<file path="src/rtl/lsu_pkg.sv">
// Shared LSU request types: access size, exception causes and the stored queue entry layout.
// The entry is sized for the widest configuration; narrower builds leave the upper bits idle.
package lsu_pkg;

  typedef enum logic [1:0] {
    SizeB = 2'd0,
    SizeH = 2'd1,
    SizeW = 2'd2,
    SizeD = 2'd3
  } lsu_size_e;

  localparam logic [3:0] CauseLdMisal = 4'd4;
  localparam logic [3:0] CauseLdFault = 4'd5;
  localparam logic [3:0] CauseStMisal = 4'd6;
  localparam logic [3:0] CauseStFault = 4'd7;

  localparam int unsigned MaxXlen     = 64;
  localparam int unsigned MaxTransIdW = 8;

  typedef struct packed {
    logic [MaxXlen-1:0]     vaddr;
    logic [MaxXlen-1:0]     wdata;
    logic [MaxXlen/8-1:0]   be;
    lsu_size_e              size;
    logic                   store;
    logic [MaxTransIdW-1:0] id;
    logic                   ex_valid;
    logic [3:0]             ex_cause;
  } lsu_req_t;

endpackage

</file>
<file path="src/rtl/lsu_addr_check.sv">
// Combinational address generation: effective address, byte enables, and misaligned /
// non-canonical exception detection for one incoming request.
module lsu_addr_check
  import lsu_pkg::*;
#(
  parameter int unsigned XLEN    = 64,
  parameter int unsigned VA_BITS = 39
) (
  input  logic [XLEN-1:0]   base_i,
  input  logic [XLEN-1:0]   imm_i,
  input  lsu_size_e         size_i,
  input  logic              store_i,
  input  logic              vm_en_i,
  output logic [XLEN-1:0]   vaddr_o,
  output logic [XLEN/8-1:0] be_o,
  output logic              ex_valid_o,
  output logic [3:0]        ex_cause_o
);

  localparam int unsigned BeW  = XLEN / 8;
  localparam int unsigned OffW = $clog2(BeW);

  logic [7:0]  mask;
  logic [2:0]  align;
  logic [63:0] va64, va_hi, va_hi_ones;
  logic        misal, fault;

  always_comb begin
    mask  = 8'h01;
    align = 3'b000;
    unique case (size_i)
      SizeB: begin mask = 8'h01; align = 3'b000; end
      SizeH: begin mask = 8'h03; align = 3'b001; end
      SizeW: begin mask = 8'h0f; align = 3'b011; end
      SizeD: begin mask = 8'hff; align = 3'b111; end
    endcase

    vaddr_o = base_i + imm_i;
    be_o    = BeW'(16'(mask) << vaddr_o[OffW-1:0]);
    misal   = |(vaddr_o[2:0] & align);

    // Canonical iff every bit from VA_BITS-1 upward matches: all zeros or all ones.
    va64       = 64'(vaddr_o);
    va_hi      = va64 >> (VA_BITS - 1);
    va_hi_ones = {64{1'b1}} >> (VA_BITS - 1);
    fault      = ((XLEN == 64) && vm_en_i && (va_hi != '0) && (va_hi != va_hi_ones)) ||
                 ((XLEN == 32) && (size_i == SizeD));

    ex_valid_o = fault || misal;
    ex_cause_o = '0;
    if (fault) begin
      ex_cause_o = store_i ? CauseStFault : CauseLdFault;
    end else if (misal) begin
      ex_cause_o = store_i ? CauseStMisal : CauseLdMisal;
    end
  end

endmodule

</file>
<file path="src/rtl/lsu_req_queue.sv">
// In-order LSU request queue: checks each request at enqueue, holds up to DEPTH entries and
// optionally presents a request arriving at an empty queue on the head in the same cycle.
module lsu_req_queue
  import lsu_pkg::*;
#(
  parameter int unsigned XLEN       = 64,
  parameter int unsigned DEPTH      = 4,
  parameter int unsigned VA_BITS    = 39,
  parameter int unsigned TRANS_ID_W = 3,
  parameter bit          BYPASS     = 1'b1
) (
  input  logic                       clk_i,
  input  logic                       rst_i,
  input  logic                       flush_i,
  input  logic                       vm_en_i,
  input  logic                       req_valid_i,
  output logic                       req_ready_o,
  input  logic [XLEN-1:0]            req_base_i,
  input  logic [XLEN-1:0]            req_imm_i,
  input  logic [XLEN-1:0]            req_wdata_i,
  input  logic [1:0]                 req_size_i,
  input  logic                       req_store_i,
  input  logic [TRANS_ID_W-1:0]      req_trans_id_i,
  output logic                       head_valid_o,
  output logic [XLEN-1:0]            head_vaddr_o,
  output logic [XLEN-1:0]            head_wdata_o,
  output logic [XLEN/8-1:0]          head_be_o,
  output logic [1:0]                 head_size_o,
  output logic                       head_store_o,
  output logic [TRANS_ID_W-1:0]      head_trans_id_o,
  output logic                       head_ex_valid_o,
  output logic [3:0]                 head_ex_cause_o,
  input  logic                       pop_i,
  output logic [$clog2(DEPTH+1)-1:0] count_o
);

  localparam int unsigned PtrW = $clog2(DEPTH);
  localparam int unsigned CntW = $clog2(DEPTH + 1);

  lsu_req_t            mem_q [DEPTH];
  lsu_req_t            req_entry, head;
  logic [PtrW-1:0]     rd_ptr_q, rd_ptr_d, wr_ptr_q, wr_ptr_d;
  logic [CntW-1:0]     count_q, count_d;
  logic [XLEN-1:0]     vaddr;
  logic [XLEN/8-1:0]   be;
  logic                ex_valid;
  logic [3:0]          ex_cause;
  logic                push, pop, bypass_active, wr_en, rd_en;
  logic                unused_head;

  lsu_addr_check #(
    .XLEN    (XLEN),
    .VA_BITS (VA_BITS)
  ) u_addr_check (
    .base_i     (req_base_i),
    .imm_i      (req_imm_i),
    .size_i     (lsu_size_e'(req_size_i)),
    .store_i    (req_store_i),
    .vm_en_i    (vm_en_i),
    .vaddr_o    (vaddr),
    .be_o       (be),
    .ex_valid_o (ex_valid),
    .ex_cause_o (ex_cause)
  );

  always_comb begin
    req_entry          = '0;
    req_entry.vaddr    = MaxXlen'(vaddr);
    req_entry.wdata    = MaxXlen'(req_wdata_i);
    req_entry.be       = (MaxXlen/8)'(be);
    req_entry.size     = lsu_size_e'(req_size_i);
    req_entry.store    = req_store_i;
    req_entry.id       = MaxTransIdW'(req_trans_id_i);
    req_entry.ex_valid = ex_valid;
    req_entry.ex_cause = ex_cause;
  end

  // Ready depends on registered occupancy only; a pop this cycle frees space next cycle.
  assign req_ready_o   = (count_q != CntW'(DEPTH)) && !flush_i;
  assign push          = req_valid_i && req_ready_o;
  assign bypass_active = BYPASS && (count_q == '0) && push;
  assign head_valid_o  = (count_q != '0) || bypass_active;
  assign pop           = pop_i && head_valid_o && !flush_i;
  // A bypassed request popped in its arrival cycle is never written.
  assign wr_en         = push && !(bypass_active && pop);
  assign rd_en         = pop && !bypass_active;

  always_comb begin
    head = '0;
    if (head_valid_o) begin
      head = bypass_active ? req_entry : mem_q[rd_ptr_q];
    end
  end

  assign head_vaddr_o    = head.vaddr[XLEN-1:0];
  assign head_wdata_o    = head.wdata[XLEN-1:0];
  assign head_be_o       = head.be[XLEN/8-1:0];
  assign head_size_o     = head.size;
  assign head_store_o    = head.store;
  assign head_trans_id_o = head.id[TRANS_ID_W-1:0];
  assign head_ex_valid_o = head.ex_valid;
  assign head_ex_cause_o = head.ex_cause;
  assign count_o         = count_q;
  assign unused_head     = ^{head.vaddr, head.wdata, head.be, head.id};

  always_comb begin
    rd_ptr_d = rd_ptr_q;
    wr_ptr_d = wr_ptr_q;
    count_d  = count_q;
    if (flush_i) begin
      rd_ptr_d = '0;
      wr_ptr_d = '0;
      count_d  = '0;
    end else begin
      if (wr_en) wr_ptr_d = wr_ptr_q + 1'b1;
      if (rd_en) rd_ptr_d = rd_ptr_q + 1'b1;
      case ({wr_en, rd_en})
        2'b10:   count_d = count_q + 1'b1;
        2'b01:   count_d = count_q - 1'b1;
        default: count_d = count_q;
      endcase
    end
  end

  always_ff @(posedge clk_i or posedge rst_i) begin
    if (rst_i) begin
      rd_ptr_q <= '0;
      wr_ptr_q <= '0;
      count_q  <= '0;
    end else begin
      rd_ptr_q <= rd_ptr_d;
      wr_ptr_q <= wr_ptr_d;
      count_q  <= count_d;
    end
  end

  always_ff @(posedge clk_i) begin
    if (wr_en && !flush_i) begin
      mem_q[wr_ptr_q] <= req_entry;
    end
  end

endmodule
</file>
<file path="config.mk">
export PLATFORM = sky130hd
export DESIGN_NAME = lsu_req_queue
export DESIGN_NICKNAME = d
export VERILOG_FILES = /design/src/rtl/lsu_pkg.sv /design/src/rtl/lsu_addr_check.sv /design/src/rtl/lsu_req_queue.sv
export SDC_FILE = /design/constraint.sdc
export NUM_CORES = 1
export LEC_CHECK = 0
export CORE_MARGIN = 8
export CORE_UTILIZATION = 40
export DETAILED_ROUTE_END_ITERATION = 6
export HOLD_SLACK_MARGIN = 0.12
export PLACE_DENSITY_LB_ADDON = 0.15
export SYNTH_ARGS = -nofsm -noshare
export SYNTH_HDL_FRONTEND = slang
export SYNTH_SLANG_ARGS = --single-unit
export TNS_END_PERCENT = 1
</file>
<file path="constraint.sdc">
create_clock -name clk_i -period 14.32 [get_ports clk_i]
set_input_delay 4.296 -clock clk_i [delete_from_list [all_inputs] [get_ports clk_i]]
set_output_delay 4.296 -clock clk_i [all_outputs]
set_load 0.005 [all_outputs]
</file>
==> impl_metrics.env, run 1 <==
export IMPL_status="finished clean"
export IMPL_grt_pass1_vias=19518
export IMPL_path_class="primary input to primary output"
export IMPL_drt_first_pass_iters=6
export IMPL_antenna_found_initial=0
export IMPL_ys_warn_count=0
export IMPL_vias_per_cell=5.723
export IMPL_p_clk_share_pct=32.1
export IMPL_seqPwrFrac_pct=41.6
export IMPL_peakVddDrop_mv=0.08695
export IMPL_drt_total_wl_um=83490
export IMPL_grt_use_met3_pct=2.812
export IMPL_net_switching_power_mw=1.399
export IMPL_grt_max_degree=82
export IMPL_gr_total_overflow=0
export IMPL_synth_most_common_cell="edfxtp_1"
export IMPL_root_buffer="clkbuf_16"
export IMPL_port_buffer_count=354
export IMPL_endpoint_kind="primary output"
export IMPL_use_met2_pct=34.92
export IMPL_use_met1_pct=27.81
export IMPL_area_growth_syn_to_layout_pct=22.74
export IMPL_synthArstFlopShare_pct=1.193
export IMPL_avgRoutedWirePerCell_um=25.24
export IMPL_setup_violations=0
export IMPL_yosys_register_bits=587
export IMPL_syn_area_mm2=0.02838
export IMPL_ioPinCount=356
export IMPL_cts_buffers=61
export IMPL_regArea_mm2=0.01760
export IMPL_slew_headroom_pct=22.56
export IMPL_powerDensity_mw_per_mm2=141.4
export IMPL_die_w_um=282.4
export IMPL_ys_types=92
export IMPL_grt_util_all_layers_pct=20.50
export IMPL_arrival_ns=9.27
export IMPL_antenna_left=0
export IMPL_cp_max_fo=5
export IMPL_setup_tns_ns=0
export IMPL_htreeDepth=2
export IMPL_cts_hold_buf=0
export IMPL_path_clk_slew_ns=0.06
export IMPL_ys_seq_area_share_pct=61.98
export IMPL_synth_top_cell_area_share_pct=61.36
export IMPL_maxCapViolations=0
export IMPL_vias=18933
export IMPL_syn_inst=1987
export IMPL_final_cells=3308
export IMPL_numClockSinks=587
export IMPL_fillCellCount=6096
export IMPL_drc_errors=0
export IMPL_slew_viol_final=0
export IMPL_multi_input_area_mm2=0.01019
export IMPL_skew_ns=0.01629
export IMPL_clk_latency_ns=0.61
export IMPL_syn_area_per_cell_um2=14.28
export IMPL_fin_nets=2590
export IMPL_antennaDiodeCount=0
export IMPL_busiest_layer="met2"
export IMPL_hold_path_class="register to register"
export IMPL_rows=97
export IMPL_min_period_over_period_pct=94.72
export IMPL_die_h_um=282.4
export IMPL_synth_top_cells_by_area="edfxtp_1, mux4_2, nand2_1"
export IMPL_drive_gt1_share_pct=13.34
export IMPL_power_leakage_nw=11.50
export IMPL_ys_flop_type="edfxtp_1"
export IMPL_swShare_pct=28.40
export IMPL_place_congestion=0.9133
export IMPL_rsz0062_at_grt="false"
export IMPL_hold_violations=0
export IMPL_fin_crit_ns=13.56
export IMPL_p_comb_share_pct=26.2
export IMPL_start_kind="primary input"
export IMPL_drtIter0Drc=1452
export IMPL_core_area_mm2=0.07015
export IMPL_tightest_slew_ns=1.159
export IMPL_yosys_area_top_type="edfxtp_1"
export IMPL_synth_fp_nets=2260
export IMPL_grt_pass1_wl_um=125000
export IMPL_synth_edf_count=580
export IMPL_ys_top_cells_by_count="edfxtp_1, nand2_1, mux4_2"
export IMPL_cts_tree="built"
export IMPL_post_cts_repair_setup_buffers=0
export IMPL_initial_core_util_pct=40.46
export IMPL_fmax_mhz=73.72
export IMPL_cts_resized=0
export IMPL_dp_cells=3194
export IMPL_clockBufferDepth=3
export IMPL_die_area_mm2=0.07974
export IMPL_dpl_hpwl_um=57210
export IMPL_cellInternalPower_mw=3.527
export IMPL_crit_required_ns=10.02
flip-flops by register name, indices dropped and copies added, names as in the netlist:
| register | count |
|---|---|
| wr_ptr_q | 2 |
| rd_ptr_q | 2 |
| mem_q | 580 |
| count_o | 3 |
stage by stage:
step	hold WS [ns]	setup slack, ns	area, um2	power (mW)	utilization [%]
after floorplan	0.5029	2.533	28380	2.768	-
after global placement	0.5159	0.7945	32820	3.392	46.79
after detailed placement	0.5685	0.7419	32820	3.401	46.79
after CTS	0.5790	0.7157	34840	4.995	49.66
after global routing	0.6015	0.5172	34840	5.146	49.66
final	0.5760	0.7558	34840	4.927	49.66
logic make-up (layout without fill, tap and decap cells):
| logic type | after synthesis | in the layout | synth area share, % |
|---|---|---|---|
| DFF | 587 | 587 | 61.98 |
| adders and majority gates | 69 | 69 | 3.095 |
| AOI/OAI and AO/OA | 464 | 464 | 10.95 |
| other | 1 | 1 | 0.01321 |
| muxes | 151 | 151 | 11.72 |
| buffers and inverters | 143 | 524 | 2.222 |
| and+or+nand+nor | 528 | 528 | 8.654 |
| xor gates and xnor gates | 44 | 44 | 1.358 |
area by class of cell:
type | instances | area share [%]
well taps | 940 | 3.376
repair buffers | 381 | 10.75
clock inverters | 46 | 1.268
multi-input cells | 1257 | 29.25
flip-flops and latches | 587 | 50.52
inverters | 29 | 0.3125
clock buffers | 68 | 4.518
cell usage in the layout (no fill, tap or decap), types with 12 or more instances in the layout:
cell and count:
edfxtp_1 580, clkdlybuf4s50_1 354, nand2_1 268, mux4_2 145, o21ai_0 125, a21oi_1 93, nor2_1 81, ha_1 67
clkbuf_16 62, a22o_1 60, nand4_1 39, inv_1 28, o21ai_1 28, buf_4 27, a21o_1 26, nand3_1 23
xnor2_1 23, xor2_1 21, nor3_1 18, clkinv_2 15, or3_1 14, clkinv_1 14, and2_1 13, and3_1 12
o21a_1 12, o31ai_1 12
layer usage:
| layer | vias up | wire length, um |
|---|---|---|
| met1 | 9690 | 35920 |
| met4 | 0 | 1793 |
| li1 | 8542 | - |
| met5 | - | 0 |
| met3 | 108 | 4397 |
| met2 | 593 | 41380 |
path summary, 6_finish.rpt:
path / cells after the start / startpoint / slack (ns) / end
max: 16 / req_base_i[0] / 0.76 / head_ex_valid_o
max in group asynchronous: 2 / rst_i / 10.08 / rd_ptr_q[1]$_DFFE_PP0P_
min: 1 / wr_ptr_q[0]$_DFFE_PP0P_ / 0.58 / wr_ptr_q[0]$_DFFE_PP0P_
max reg2reg: 10 / count_o[2]$_DFFE_PP0P_ / 10.21 / count_o[2]$_DFFE_PP0P_
min reg2reg: 1 / wr_ptr_q[0]$_DFFE_PP0P_ / 0.58 / wr_ptr_q[0]$_DFFE_PP0P_
min in group asynchronous: 2 / rst_i / 3.97 / wr_ptr_q[1]$_DFFE_PP0P_
power by group through the flow:
stage	registers [mW]	logic, mW	clock network [mW]
after floorplan	2.07	0.695	0
after global placement	2.08	1.31	0
after detailed placement	2.09	1.31	0
after CTS	2.05	1.32	1.62
after global routing	2.06	1.40	1.69
final	2.05	1.29	1.58
worst max-delay path: stages:
cell             delay, ns
clkdlybuf4s50_1       0.47
ha_1                  0.33
inv_1                 0.10
fa_1                  0.41
nand2b_1              0.23
a21o_1                0.23
a2111oi_4             0.39
o21ai_1               0.17
a211oi_1              0.56
o211ai_1              0.24
a22oi_1               0.21
nand4_1               0.13
or4_4                 0.58
o21ai_4               0.28
o31ai_1               0.13
clkdlybuf4s50_1       0.50
Power figures use the tool's default switching activity.
==> run 2, diff against run 1 <==
HOLD_SLACK_MARGIN = 0.05   (was 0.12)
==> results of run 2 <==
The final DEF is identical to that of run 1; final timing and power are the same.
==> run 3, diff against run 2 <==
SETUP_SLACK_MARGIN = 0.02   (was unset)
SLEW_MARGIN = 20   (was unset)
==> impl_metrics.env, run 3 (synthesized netlist as in run 1, its figures left out) <==
export IMPL_status="finished clean"
export IMPL_peakVddDrop_mv=0.08689
export IMPL_path_class="primary input to primary output"
export IMPL_endpoint_kind="primary output"
export IMPL_layout_commonest_cell="edfxtp_1"
export IMPL_initial_core_util_pct=40.46
export IMPL_hp_start="wr_ptr_q[0]$_DFFE_PP0P_"
export IMPL_cpMostUsedCell="clkdlybuf4s50_1"
export IMPL_ioPinCount=356
export IMPL_timing_rr_end="count_o[2]$_DFFE_PP0P_"
export IMPL_setup_tns_ns=0
export IMPL_p_comb_share_pct=26.2
export IMPL_totalPowerFinal_mw=4.930
export IMPL_skew_ns=0.01543
export IMPL_rsz0062_at_grt="false"
export IMPL_antennaDiodeCount=0
export IMPL_clk_latency_ns=0.61
export IMPL_htreeDepth=2
export IMPL_die_area_mm2=0.07974
export IMPL_cellInternalPower_mw=3.529
export IMPL_start_kind="primary input"
export IMPL_mostFrequentLayoutCells="edfxtp_1, clkdlybuf4s50_1, nand2_1, mux4_2, o21ai_0"
export IMPL_drtIter0Drc=1526
export IMPL_powerDensity_mw_per_mm2=141.4
export IMPL_cp_num_cells=16
export IMPL_post_cts_repair_setup_buffers=0
export IMPL_reg2reg_setup_slack_ns=10.21
export IMPL_port_buffer_count=354
export IMPL_grt_pass1_vias=19518
export IMPL_final_cells=3309
export IMPL_arrival_ns=9.26
export IMPL_path_clk_slew_ns=0.06
export IMPL_avgRoutedWirePerCell_um=25.20
export IMPL_clockBufferDepth=3
export IMPL_area_growth_syn_to_layout_pct=22.82
export IMPL_crit_slowest_cell="or4_4"
export IMPL_maxCapViolations=0
export IMPL_grt_util_all_layers_pct=20.50
export IMPL_dpl_hpwl_um=57210
export IMPL_drt_first_pass_iters=5
export IMPL_die_h_um=282.4
export IMPL_placed_area_mm2=0.03282
export IMPL_rows=97
export IMPL_die_w_um=282.4
export IMPL_fmax_mhz=73.79
export IMPL_cts_resized=0
export IMPL_drive_gt1_share_pct=13.38
export IMPL_crit_chain="clkdlybuf4s50_1 > ha_1 > inv_1 > fa_1 > nand2b_1 > a21o_1 > a2111oi_4 > o21ai_1 > a211oi_1 > o211ai_1 > a22oi_1 > nand4_1 > or4_4 > o21ai_4 > o31ai_1 > clkdlybuf4s50_1"
export IMPL_cts_hold_buf=0
export IMPL_cp_max_fo=5
export IMPL_hold_path_class="register to register"
export IMPL_holdPathStages=1
export IMPL_finalInstanceArea_mm2=0.03486
export IMPL_cts_buffers=61
export IMPL_fin_nets=2591
export IMPL_whs_ns=0.5745
export IMPL_slew_headroom_pct=24.73
export IMPL_setup_violations=0
export IMPL_slew_viol_final=0
export IMPL_cts_tree="built"
export IMPL_drt_total_wl_um=83380
export IMPL_drc_errors=0
export IMPL_net_switching_power_mw=1.401
export IMPL_fin_crit_ns=13.55
export IMPL_largest_register="mem_q"
export IMPL_antenna_left=0
export IMPL_place_congestion=0.9133
export IMPL_min_period_over_period_pct=94.64
export IMPL_largest_register_ffs=580
export IMPL_grt_max_degree=82
export IMPL_vias_per_cell=5.720
export IMPL_dp_cells=3194
export IMPL_crit_required_ns=10.02
export IMPL_critPathTopFamily="compound AO/OA/AOI/OAI gates"
export IMPL_slowest_delay_ns=0.58
export IMPL_seqPwrFrac_pct=41.6
export IMPL_numClockSinks=587
export IMPL_grt_pass1_wl_um=125000
export IMPL_whs_endpoint="wr_ptr_q[0]$_DFFE_PP0P_"
export IMPL_tightest_slew_ns=1.129
export IMPL_antenna_found_initial=0
export IMPL_power_leakage_nw=11.51
export IMPL_swShare_pct=28.41
export IMPL_vias=18929
export IMPL_hold_violations=0
export IMPL_core_area_mm2=0.07015
export IMPL_gr_total_overflow=0
export IMPL_root_buffer="clkbuf_16"
export IMPL_p_clk_share_pct=32.2
export IMPL_critPathBufInv=3
export IMPL_r2r_start="count_o[2]$_DFFE_PP0P_"
export IMPL_r2r_cells=10
run 3: cell types whose count changed in the layout (fill, tap and decap cells not counted), sizes merged:
cell / delta
buf: +1
run 3: metal layers:
metal	GRT usage, %	routed length, um	up-vias
met1	27.81	35890	9633
met3	2.812	4406	107
met2	34.92	41300	638
met5	0	0	-
li1	-	-	8551
met4	4.793	1771	0
run 3: worst max-delay path by stage:
stage	end	start	slack, ns
6_report	head_ex_valid_o	req_base_i[0]	0.77
5_1_grt	head_ex_valid_o	req_base_i[0]	0.52
4_1_cts	head_ex_valid_o	req_base_i[0]	0.72
3_5_place_dp	head_ex_valid_o	req_base_i[0]	0.74
3_3_place_gp	head_ex_valid_o	req_base_i[0]	0.79
2_1_floorplan	head_ex_cause_o[2]	req_base_i[0]	2.53
run 3: power groups by stage:
stage / logic (mW) / clock network, mW / registers [mW]
after detailed placement: 1.31 / 0 / 2.09
after floorplan: 0.695 / 0 / 2.07
after global routing: 1.40 / 1.69 / 2.06
final: 1.29 / 1.59 / 2.05
after global placement: 1.31 / 0 / 2.08
after CTS: 1.32 / 1.62 / 2.05
run 3: stage by stage:
stage          utilization, %  setup WS (ns)
6_report                49.69         0.7677
2_1_floorplan               -          2.533
3_5_place_dp            46.79         0.7419
4_1_cts                 49.66         0.7157
5_1_grt                 49.69         0.5172
3_3_place_gp            46.79         0.7945
run 3: layout make-up:
| cell class | count | area [um2] |
|---|---|---|
| fill | 6094 | 35290 |
| sequential | 587 | 17600 |
| multi-input combinational | 1257 | 10190 |
| timing repair buffer | 382 | 3770 |
| clock buffer | 68 | 1574 |
| tap | 940 | 1176 |
| clock inverter | 46 | 441.7 |
| inverter | 29 | 108.9 |
